==> src/rtl/gpio_mailbox_ctrl.sv <==
// Byte sequencer between the host register side and the PULPino GPIO mailbox (data + flicker toggles).
// Optional MBOX_STATS_EN adds acked-TX / captured-RX byte counters.
module gpio_mailbox_ctrl #(
    parameter int pDEPTH    = 16,
    parameter int pTO_WIDTH = 16
) (
    input  logic                      crypto_clk,
    input  logic                      reset_i,
    input  logic [7:0]                I_tx_data,
    input  logic                      I_tx_valid,
    output logic                      O_tx_ready,
    input  logic                      I_rx_ready,
    output logic [7:0]                O_rx_data,
    output logic                      O_rx_valid,
    input  logic [pTO_WIDTH-1:0]      I_to_limit,
    input  logic                      I_clear,
    output logic                      O_timeout,
    output logic [$clog2(pDEPTH):0]   O_tx_level,
    output logic                      O_busy,
`ifdef MBOX_STATS_EN
    output logic [15:0]               O_tx_count,
    output logic [15:0]               O_rx_count,
`endif
    output logic [7:0]                O_ext_data,
    output logic                      O_ext_write_flicker,
    output logic                      O_ext_read_flicker,
    input  logic [7:0]                I_pulpino_data,
    input  logic                      I_pulpino_read_flicker,
    input  logic                      I_pulpino_write_flicker
);
    localparam int AW = $clog2(pDEPTH);
    localparam int LW = AW + 1;

    localparam logic [1:0] S_IDLE    = 2'd0;
    localparam logic [1:0] S_PRESENT = 2'd1;
    localparam logic [1:0] S_WAIT    = 2'd2;

    logic [7:0]           mem [pDEPTH];
    logic [AW-1:0]        wr_ptr, rd_ptr;
    logic [LW-1:0]        level;
    logic [1:0]           state;
    logic [pTO_WIDTH-1:0] to_cnt;
    logic                 rf_q, wf_q, pending;
    logic                 push, pop, rf_event, wf_event, to_hit, timeout_set, tx_ack, capture;

    // Flicker inputs are already in crypto_clk, so a single registered copy gives the edge.
    assign rf_event = I_pulpino_read_flicker ^ rf_q;
    assign wf_event = I_pulpino_write_flicker ^ wf_q;

    assign pop  = (state == S_PRESENT);
    // A pop in PRESENT frees a slot this cycle, so a full FIFO can still accept a push.
    assign O_tx_ready = (level != LW'(pDEPTH)) || pop;
    assign push = I_tx_valid && O_tx_ready;
    assign O_tx_level = level;
    assign O_busy = (state != S_IDLE);

    assign to_hit      = (I_to_limit != '0) && (to_cnt == I_to_limit - pTO_WIDTH'(1));
    assign tx_ack      = (state == S_WAIT) && rf_event;
    assign timeout_set = (state == S_WAIT) && !rf_event && to_hit;

    // While a byte is pending, rx_valid is necessarily set, so host ready alone releases it.
    assign capture = pending ? I_rx_ready : (wf_event && (!O_rx_valid || I_rx_ready));

    always_ff @(posedge crypto_clk) begin
        if (push) mem[wr_ptr] <= I_tx_data;
    end

    always_ff @(posedge crypto_clk or posedge reset_i) begin
        if (reset_i) begin
            wr_ptr <= '0;
            rd_ptr <= '0;
            level  <= '0;
        end else begin
            if (push) wr_ptr <= wr_ptr + AW'(1);
            if (pop)  rd_ptr <= rd_ptr + AW'(1);
            case ({push, pop})
                2'b10:   level <= level + LW'(1);
                2'b01:   level <= level - LW'(1);
                default: level <= level;
            endcase
        end
    end

    always_ff @(posedge crypto_clk or posedge reset_i) begin
        if (reset_i) begin
            state               <= S_IDLE;
            to_cnt              <= '0;
            O_ext_data          <= '0;
            O_ext_write_flicker <= 1'b0;
        end else begin
            case (state)
                S_IDLE: if (level != '0) state <= S_PRESENT;
                S_PRESENT: begin
                    O_ext_data          <= mem[rd_ptr];
                    O_ext_write_flicker <= ~O_ext_write_flicker;
                    to_cnt              <= '0;
                    state               <= S_WAIT;
                end
                S_WAIT: begin
                    if (rf_event || to_hit) state <= S_IDLE;
                    else                    to_cnt <= to_cnt + pTO_WIDTH'(1);
                end
                default: state <= S_IDLE;
            endcase
        end
    end

    always_ff @(posedge crypto_clk or posedge reset_i) begin
        if (reset_i)          O_timeout <= 1'b0;
        else if (timeout_set) O_timeout <= 1'b1;
        else if (I_clear)     O_timeout <= 1'b0;
    end

    always_ff @(posedge crypto_clk or posedge reset_i) begin
        if (reset_i) begin
            rf_q               <= 1'b0;
            wf_q               <= 1'b0;
            pending            <= 1'b0;
            O_rx_data          <= '0;
            O_rx_valid         <= 1'b0;
            O_ext_read_flicker <= 1'b0;
        end else begin
            rf_q <= I_pulpino_read_flicker;
            wf_q <= I_pulpino_write_flicker;
            if (capture) begin
                O_rx_data          <= I_pulpino_data;
                O_rx_valid         <= 1'b1;
                O_ext_read_flicker <= ~O_ext_read_flicker;
                pending            <= 1'b0;
            end else if (wf_event && !pending) begin
                pending <= 1'b1;
            end else if (I_rx_ready) begin
                O_rx_valid <= 1'b0;
            end
        end
    end

`ifdef MBOX_STATS_EN
    always_ff @(posedge crypto_clk or posedge reset_i) begin
        if (reset_i) begin
            O_tx_count <= '0;
            O_rx_count <= '0;
        end else if (I_clear) begin
            O_tx_count <= '0;
            O_rx_count <= '0;
        end else begin
            if (tx_ack)  O_tx_count <= O_tx_count + 16'd1;
            if (capture) O_rx_count <= O_rx_count + 16'd1;
        end
    end
`endif

endmodule
==> config.mk <==
export PLATFORM = sky130hd
export DESIGN_NAME = gpio_mailbox_ctrl
export DESIGN_NICKNAME = d
export VERILOG_FILES = /design/src/rtl/gpio_mailbox_ctrl.sv
export SDC_FILE = /design/constraint.sdc
export NUM_CORES = 1
export LEC_CHECK = 0
export CORE_MARGIN = 5
export CORE_UTILIZATION = 25
export DETAILED_ROUTE_END_ITERATION = 10
export MAX_ROUTING_LAYER = met4
export REMOVE_ABC_BUFFERS = 1
export SLEW_MARGIN = 25
export SYNTH_ARGS = -nofsm -noshare
export SYNTH_HDL_FRONTEND = slang
export SYNTH_SLANG_ARGS = --single-unit
==> constraint.sdc <==
create_clock -name crypto_clk -period 3.65 [get_ports crypto_clk]
set_clock_uncertainty 0.2 [all_clocks]
set_input_delay 0.5475 -clock crypto_clk [delete_from_list [all_inputs] [get_ports crypto_clk]]
set_output_delay 0.5475 -clock crypto_clk [all_outputs]
set_load 0.005 [all_outputs]
==> flow_summary.ini <==
[sta]
worst_slew_pin_slew_ns = 0.776
max_slew_margin_pct = 48.1
hold_viol = 0
max_freq_mhz = 315
setup_tns_ns = 0
grt_setup_unrepaired = no
period_share_pct = 87.0
period_needed_ns = 3.18
setup_slack_ns = 0.473
setup_viol = 0
maxSlewViolCount = 0

[yosys]
synth_compound_area_share_pct = 6.10
synth_top_area_share_pct = 47.8
synthTopCellsByArea = edfxtp_1 48%, dfrtp_1 17%, mux4_2 9.5%
synth_edf_count = 128
synth_warnings = 0
yosys.area.top_type = edfxtp_1
synth-xor-area-share_pct = 3.60
synth.area.mux_share_pct = 12.3
synth-simple-area-share_pct = 9.29
dominantRegCellSynth = edfxtp_1
synth_top_family_by_area = multiplexers
synth-seq-cells = 182
yosysUniqueCellTypes = 60
synth_fa_ha_area_share_pct = 1.81
synth_area_per_cell_sq_um = 15.2
async_reset_ff_share_pct = 29.7
syn_inst = 527
syn-cell-area_sq_mm = 0.00804
synth.yosys.seq_area_share_pct = 64.6

[setup_path]
crit_chain = or4_1 -> or3b_2 -> clkdlybuf4s50_1
crit_path_end_kind = primary output
cp_top_family = simple AND/OR/NAND/NOR gates
crit_required_ns = 2.90
arrival_ns = 2.43
cp_slowest_cell = or4_1
crit_type = reg -> out
critPathMaxStageDelay_ns = 0.59
cp_max_fo = 5
start_kind = flop
critical_path_buf_inv_count = 1

[placement]
dp_slack_ns = 0.0579
place_area_sq_mm = 0.00929
port_buffers = 65
dp_hpwl_um = 11700
place_congestion = 0.752

[clocking]
ctsResizeCount = 0
clock_sinks = 182
numCtsBuffers = 17
path_clk_slew_ns = 0.07
postCtsHoldBufs = 0
cts_setup_buffers = 0
root_buffer = clkbuf_16
clk_latency_ns = 0.43
clockBufferDepth = 2
cts_tree = built
h-tree-depth = 4

[final_layout]
multiInputGateArea_sq_mm = 0.00266
mostFrequentLayoutCells = 128 x edfxtp_1, 65 x clkdlybuf4s50_1, 53 x dfrtp_1, 49 x nand2_1, 34 x mux4_2
drive_above_1_share_pct = 19.6
area_growth_syn_to_layout_pct = 22.6
final_common_cell = edfxtp_1
nets = 665
fillers = 3106
design_area_sq_mm = 0.00985
diodes = 0
final_core_util_pct = 31.1
seq_area_sq_mm = 0.00520

[routing]
top_layer_used = met4
wl_met3_um = 796
drt_pre_antenna_iters = 4
drt_iter0_drc = 333
vias = 4594
wl_met2_um = 7790
routed_wl_um = 16400
ant_nets = 0
route.detailed.drc = 0
wl_met1_um = 7700
wl_per_cell_um = 15.9
vias_per_cell = 4.46

[die]
ios = 66
die-area_sq_mm = 0.0358
core_sq_mm = 0.0316
die_w_um = 189
initial_core_util_pct = 25.4
row_count = 65
die_height_um = 189

[power]
leakage_nw = 3.47
power_density_mw_per_mm2 = 662
total_power_w = 0.00652
vdd_drop_max_mv = 0.394

[global_routing]
track_usage_pct = 9.64
grt_pass1_vias = 4744
grt_pass1_wl_um = 26600
grt_max_degree = 40
antenna_found_initial = 0
grt.overflow.total = 0

[run_status]
status = finished, final reports clean

[run]
drv_cap = 0

[worst_hold_path]
hold_path_class = in -> async
## worst reg2reg max path, delay by kind of cell, from the launching register on
kind	cells	cell delay, ns
simple gates	5	1.88
flops	1	0.43
## cell families after synthesis
kind of cell	count (synthesis)
compound gates	62
xor+xnor	33
fa+ha+maj	11
buf+inv	40
flops	182
mux	55
simple gates	144
## cell usage after synthesis, drive strengths merged (2+ instances only)
cell / number
mux4: 34
inv: 19
nand4: 8
o211ai: 4
mux2i: 13
o311ai: 2
xnor2: 18
nand2b: 10
nor4b: 2
o2111ai: 2
and2: 4
a21oi: 12
nor2: 28
a21o: 2
o31ai: 6
nor2b: 2
xor2: 15
or4: 4
clkbuf: 11
o22ai: 2
ha: 10
or3: 3
nand3: 6
o221ai: 6
buf: 10
nor3: 13
and3: 3
mux2: 8
o41ai: 4
nand2: 50
o21ai: 13
edfxtp: 128
nor4: 4
dfrtp: 54
or2: 2
## path summary, 6_finish.rpt
path,depth (start not counted),slack [ns],from,endpoint
max,3,0.47,O_tx_level[0],O_tx_ready
min in group crypto_clk,1,0.28,O_ext_write_flicker,O_ext_write_flicker
min reg2reg,1,0.28,O_ext_write_flicker,O_ext_write_flicker
max reg2reg,5,0.85,O_tx_level[0],mem[7][2]
min,2,0.27,reset_i,to_cnt[13]
max in group asynchronous,3,2.28,reset_i,wf_q
## registers in the layout, indices dropped and copies added, names as in the netlist, 2 cells and up
name        cells
O_ext_data      8
O_rx_data       8
O_tx_level      5
mem           128
rd_ptr          4
state           2
to_cnt         16
wr_ptr          4
## layer usage
layer | global-route usage (%) | up-vias
met5 | - | -
met4 | 2.00 | 0
met3 | 2.73 | 8
met2 | 14.8 | 106
met1 | 12.9 | 2281
li1 | - | 2199
## final cells by class
| class | instances | share of cell area (%) |
|---|---|---|
| clock inverter | 15 | 1.38 |
| timing repair buffer | 90 | 8.76 |
| sequential | 182 | 52.7 |
| tap | 402 | 5.10 |
| clock buffer | 17 | 4.32 |
| inverter | 19 | 0.724 |
| multi-input combinational | 305 | 27.0 |
## metrics by stage
step | hold WS [ns] | instances
final | 0.272 | 1030
after global routing | 0.306 | 1030
after CTS | 0.282 | 1030
after detailed placement | 0.267 | 998
after global placement | 0.263 | 998
after floorplan | 0.269 | 506
## power by group
| group | switching (W) | leakage, nW | total (W) | internal, W |
|---|---|---|---|---|
| combinational | 0.00100 | 1.36 | 0.00201 | 0.00101 |
| clock | 0.000845 | 0.274 | 0.00175 | 0.000901 |
| sequential | 0.000222 | 1.83 | 0.00277 | 0.00255 |
(Power assumes the default switching activity.)
==> variant 1 (same flow settings) <==
The option `MBOX_STATS_EN` is turned on by a define.
--- a/src/rtl/gpio_mailbox_ctrl.sv
+++ b/src/rtl/gpio_mailbox_ctrl.sv
@@ -1,5 +1,7 @@
 // Byte sequencer between the host register side and the PULPino GPIO mailbox (data + flicker toggles).
 // Optional MBOX_STATS_EN adds acked-TX / captured-RX byte counters.
+`define MBOX_STATS_EN
+
 module gpio_mailbox_ctrl #(
     parameter int pDEPTH    = 16,
     parameter int pTO_WIDTH = 16
Behaviour (old outputs only; new: O_rx_count and O_tx_count): unchanged (equiv_simple and equiv_induct, registers matched by name and starting in step).
==> variant 1 against the unedited design <==
  * Wire length is 38% higher
  * Synthesized area up 19%
  * Worst setup slack worse by 130 ps
  * Critical path depth stayed put
  * Sequential cell count increased by 32
  * Die area is 18% higher
  * Final area is 24% higher
  * Power up 21%
==> variant 1: results (changes against the unedited design) <==
| Metric | Value |
|---|---|
| Post-cts resize count | `0 (unchanged)` |
| Sw frac | `0.297 (-0.0200)` |
| Initial drt markers | `361 (+8.4%)` |
| Largest net degree at the start of global routing | `36 (-10%)` |
| Slowest-stage cell, CP | `or4_1` |
| Worst-Skew Late Latency | `530 ps (+100 ps)` |
| Lkg Pwr | `4.47 nW (+29%)` |
| DP HPWL | `15.6 mm (+33%)` |
| Ys Warns | `0 (unchanged)` |
| Kind of cell adding the most delay to the critical path | `simple AND/OR/NAND/NOR gates` |
| Initial antenna violation count | `0 (unchanged)` |
| CP max stage delay | `610 ps (+20 ps)` |
| Top cells by area, synth | `edfxtp_1 (40%), dfrtp_1 (22%), mux4_2 (6.6%), nand2_1 (3.3%), nor2_1 (2.4%)` |
| Drt drc | `0 (unchanged)` |
| CTS Buffer Depth | `3 (+1)` |
| First-pass iteration count of the detailed router | `5 (+1)` |
| Vias/cell | `4.48 (+0.34%)` |
| H-tree level count | `1 (-3)` |
| Largest Register | `mem` |
| HP Class | `input port to async pin` |
| IO Port Bufs | `97 (+49%)` |
| Post-Syn Instances | `725 (+38%)` |
| Post-synth EDFFs | `128 (unchanged)` |
| Wire per inst | `16.2 um (+1.9%)` |
| Placed cells | `1344 (+35%)` |
| Status | `finished clean` |
| Number of CTS-inserted buffers | `25 (+8)` |
| Placer Congestion | `0.782 (+4.0%)` |
| Max reg flops | `128 (unchanged)` |
| Fin nets | `912 (+37%)` |
| CP arrival | `2560 ps (+130 ps)` |
| Root Buffer | `clkbuf_16` |
| Worst-path clk slew | `60 ps` |
| Total GRT Usage | `0.106 (+0.00975)` |
| Share of cells above drive strength 1 | `0.144 (-0.0524)` |
| Worst VDD drop | `0.000368 V (-6.8%)` |
| Slew headroom | `0.288 (-0.193)` |
| Post-CTS Setup Inserts | `0 (unchanged)` |
| Fillcell total | `3727 (+20%)` |
| Sequential area share after synthesis | `0.625 (-0.0217)` |
| First-pass GRT wire length | `35.0 mm (+32%)` |
| Netlist cell types | `59 (-1.7%)` |
| CP max FO | `5 (unchanged)` |
| Vias in the first global route | `6277 (+32%)` |
| Total number of vias | `6221 (+35%)` |
| Most frequent cells after synthesis | `edfxtp_1 (128), dfrtp_1 (86), nand2_1 (85)` |
| Post-synth ARST share | `0.402 (+0.105)` |
[variant 1: cell count changes after synthesis, moves of 8 or more]
cell and change:
or3_1 +11, xor2_1 +11, nand4_1 +9, nand3_1 +9, a21oi_1 +13, nor2_1 +34
o21ai_0 +10, clkbuf_1 +8, mux2_2 -8, nand2_1 +36, dfrtp_1 +32
[variant 1: routing by layer]
layer | vias up | global-route usage | wire length [um]
met5 | - | - | 0
met4 | 0 | 0.0266 | 427
met3 | 36 | 0.0168 | 876
met2 | 98 | 0.178 | 11200
met1 | 3122 | 0.136 | 9980
li1 | 2965 | - | -
[variant 1: logic make-up after synthesis]
| kind of cell | synth area share |
|---|---|
| simple gates | 0.140 |
| buf+inv | 0.0211 |
| mux | 0.0871 |
| fa+ha+maj | 0.0177 |
| compound gates | 0.0591 |
| xor+xnor | 0.0506 |
| flops | 0.625 |
[variant 1: power by group through the flow]
stage	sequential, W	clock, W	combinational, W
6_report	0.00319	0.00258	0.00211
5_1_grt	0.00324	0.00275	0.00231
4_1_cts	0.00320	0.00265	0.00216
3_5_place_dp	0.00324	0	0.00215
3_3_place_gp	0.00323	0	0.00212
2_1_floorplan	0.00327	0	0.00117
[variant 1: through the flow]
stage                     cell area, sq um  total power, W  setup WS, ps   util
after global routing                 12300         0.00830           209  0.325
final                                12300         0.00787           340  0.325
after CTS                            12300         0.00801           319  0.325
after global placement               11400         0.00535          -107  0.302
after floorplan                       9470         0.00444           480      -
after detailed placement             11400         0.00539          -106  0.302
[variant 1: final timing paths]
| kind | depth (start not counted) | startpoint | to | slack [ps] |
|---|---|---|---|---|
| max | 3 | O_tx_level[0] | O_tx_ready | 340 |
| min | 2 | reset_i | rd_ptr[0] | 230 |
| max reg2reg | 5 | O_tx_level[0] | mem[15][1] | 790 |
| min reg2reg | 1 | O_ext_read_flicker | O_ext_read_flicker | 270 |
| max in group asynchronous | 3 | reset_i | O_rx_count[1] | 2350 |
| min in group crypto_clk | 1 | O_ext_read_flicker | O_ext_read_flicker | 270 |
[variant 1: area by class of cell]
| type | count | share of cell area |
|---|---|---|
| Antenna cell | 1 | 0.000204 |
| Clock buffer | 32 | 0.0548 |
| Clock inverter | 13 | 0.0152 |
| Inverter | 21 | 0.00663 |
| Multi-Input combinational cell | 462 | 0.277 |
| Sequential cell | 214 | 0.489 |
| Tap cell | 511 | 0.0521 |
| Timing Repair Buffer | 136 | 0.105 |
==> variant 2 (config.mk and constraints unchanged) <==
Made on the original files. Put one more register stage on the output `O_timeout`, with the module's reset. The value now appears one clock later. The other outputs are not delayed to match.
--- a/src/rtl/gpio_mailbox_ctrl.sv
+++ b/src/rtl/gpio_mailbox_ctrl.sv
@@ -34,6 +34,8 @@
     localparam logic [1:0] S_IDLE    = 2'd0;
     localparam logic [1:0] S_PRESENT = 2'd1;
     localparam logic [1:0] S_WAIT    = 2'd2;
+
+    logic O_timeout_s0;
 
     logic [7:0]           mem [pDEPTH];
     logic [AW-1:0]        wr_ptr, rd_ptr;
@@ -106,9 +108,9 @@
     end
 
     always_ff @(posedge crypto_clk or posedge reset_i) begin
-        if (reset_i)          O_timeout <= 1'b0;
-        else if (timeout_set) O_timeout <= 1'b1;
-        else if (I_clear)     O_timeout <= 1'b0;
+        if (reset_i)          O_timeout_s0 <= 1'b0;
+        else if (timeout_set) O_timeout_s0 <= 1'b1;
+        else if (I_clear)     O_timeout_s0 <= 1'b0;
     end
 
     always_ff @(posedge crypto_clk or posedge reset_i) begin
@@ -150,4 +152,12 @@
     end
 `endif
 
+    always_ff @(posedge crypto_clk or posedge reset_i) begin
+        if (reset_i) begin
+            O_timeout <= '0;
+        end else begin
+            O_timeout <= O_timeout_s0;
+        end
+    end
+
 endmodule
Check against the original RTL: not equivalent (a bounded check fails within 10 cycles, from zero or initial values and one cycle with reset_i high).
==> variant 2 against the unedited design <==
  * Register-to-register slack worse by 120 ps
  * Final area rose by 1.2%
  * Sequential cell count grew 1
  * Wire length is 7.5% higher
  * Power rose by 1.8%
  * Synthesized area grew 0.31%
  * Worst setup slack got worse by 25 ps
  * Largest power group unchanged
  * Highest routed layer unchanged
==> variant 2: results (changes against the unedited design) <==
| Metric | Value |
|---|---|
| Int Power | `0.00451 W (+1.2%)` |
| Pre-CTS WS | `15.4 ps (-42.5 ps)` |
| Total number of vias | `4674 (+1.7%)` |
| CTS Buffer Depth | `2 (unchanged)` |
| Clk pwr share | `0.276 (+0.008)` |
| Fin nets | `672 (+1.1%)` |
| Placer Congestion | `0.750 (-0.32%)` |
| Worst r2r src | `state[0]` |
| Final hold slack | `180 ps (-92.1 ps)` |
| Sequential area share after synthesis | `0.648 (+0.00110)` |
| Fillcell total | `3121 (+0.48%)` |
| CP Launch Point | `I_to_limit[1]` |
| DP HPWL | `12.1 mm (+2.9%)` |
| Lkg Pwr | `3.54 nW (+2.0%)` |
| Vias/cell | `4.51 (+1.1%)` |
| Vias in the first global route | `4760 (+0.34%)` |
| XOR/XNOR Fraction of Synth Area | `0.0359 (-0.000112)` |
| Top cells by area, synth | `edfxtp_1 (48%), dfrtp_1 (17%), mux4_2 (9.5%), nand2_1 (2.3%), xnor2_1 (2.0%)` |
| P_sw | `0.00214 W (+3.3%)` |
| Post-synth ARST share | `0.301 (+0.00384)` |
| Post-synthesis adder-cell area fraction | `0.0180 (-0.0000561)` |
| Worst Setup EP | `to_cnt[8]` |
| Status | `finished clean` |
| Post-Syn Instances | `528 (+0.19%)` |
| Worst VDD drop | `0.000385 V (-2.5%)` |
| Post-synthesis mux area share | `0.122 (-0.000381)` |
| Crit share post-route | `0.877 (+0.00682)` |
| CP arrival | `3290 ps (+860 ps)` |
| Compound-Gate Fraction of Synth Area | `0.0608 (-0.000189)` |
| Initial drt markers | `348 (+4.5%)` |
| Total Wirelength | `17.6 mm (+7.5%)` |
| Worst Reg-to-Reg Cells | `7 (+2)` |
| Hold Crit Start | `O_timeout_s0` |
| HP Class | `register to register` |
| RR Endpoint | `mem[3][6]` |
| Post-DP Area | `0.00937 sq mm (+0.89%)` |
| Slew headroom | `0.357 (-0.124)` |
| Worst-Skew Late Latency | `430 ps (about the same)` |
| FF-to-FF setup slack | `730 ps (-120 ps)` |
| CP max FO | `29 (+24)` |
| Share of cells above drive strength 1 | `0.203 (+0.00729)` |
| Placed cells | `1005 (+0.70%)` |
| Post-synth EDFFs | `128 (unchanged)` |
| First-pass GRT wire length | `27.6 mm (+3.8%)` |
| Part of the power in registers | `0.419 (-0.005)` |
variant 2: area by class of cell:
cell class / instances / area, sq um / share of cell area
repair buffers: 96 / 921 / 0.0923
clock buffers: 18 / 429 / 0.0430
clock inverters: 14 / 171 / 0.0172
flip-flops and latches: 183 / 5220 / 0.523
well taps: 402 / 503 / 0.0504
multi-input cells: 305 / 2660 / 0.266
inverters: 19 / 71.3 / 0.00715
variant 2: worst max-delay path: stages:
cell and delay [ps]:
clkdlybuf4s50_1 430, inv_1 70, ha_1 150, nor3b_1 190
buf_4 170, nand2_4 50, or4_4 530, a2111oi_4 360
nand4b_2 190, o21ai_2 200, buf_12 200, nor3_1 80
mux2i_1 120
variant 2: per-layer routing:
layer	GRT usage	routed length, um	up-vias
met2	0.167	8910	87
met1	0.129	7750	2370
met4	0.0234	121	0
li1	-	-	2203
met5	-	0	-
met3	0.0246	818	14
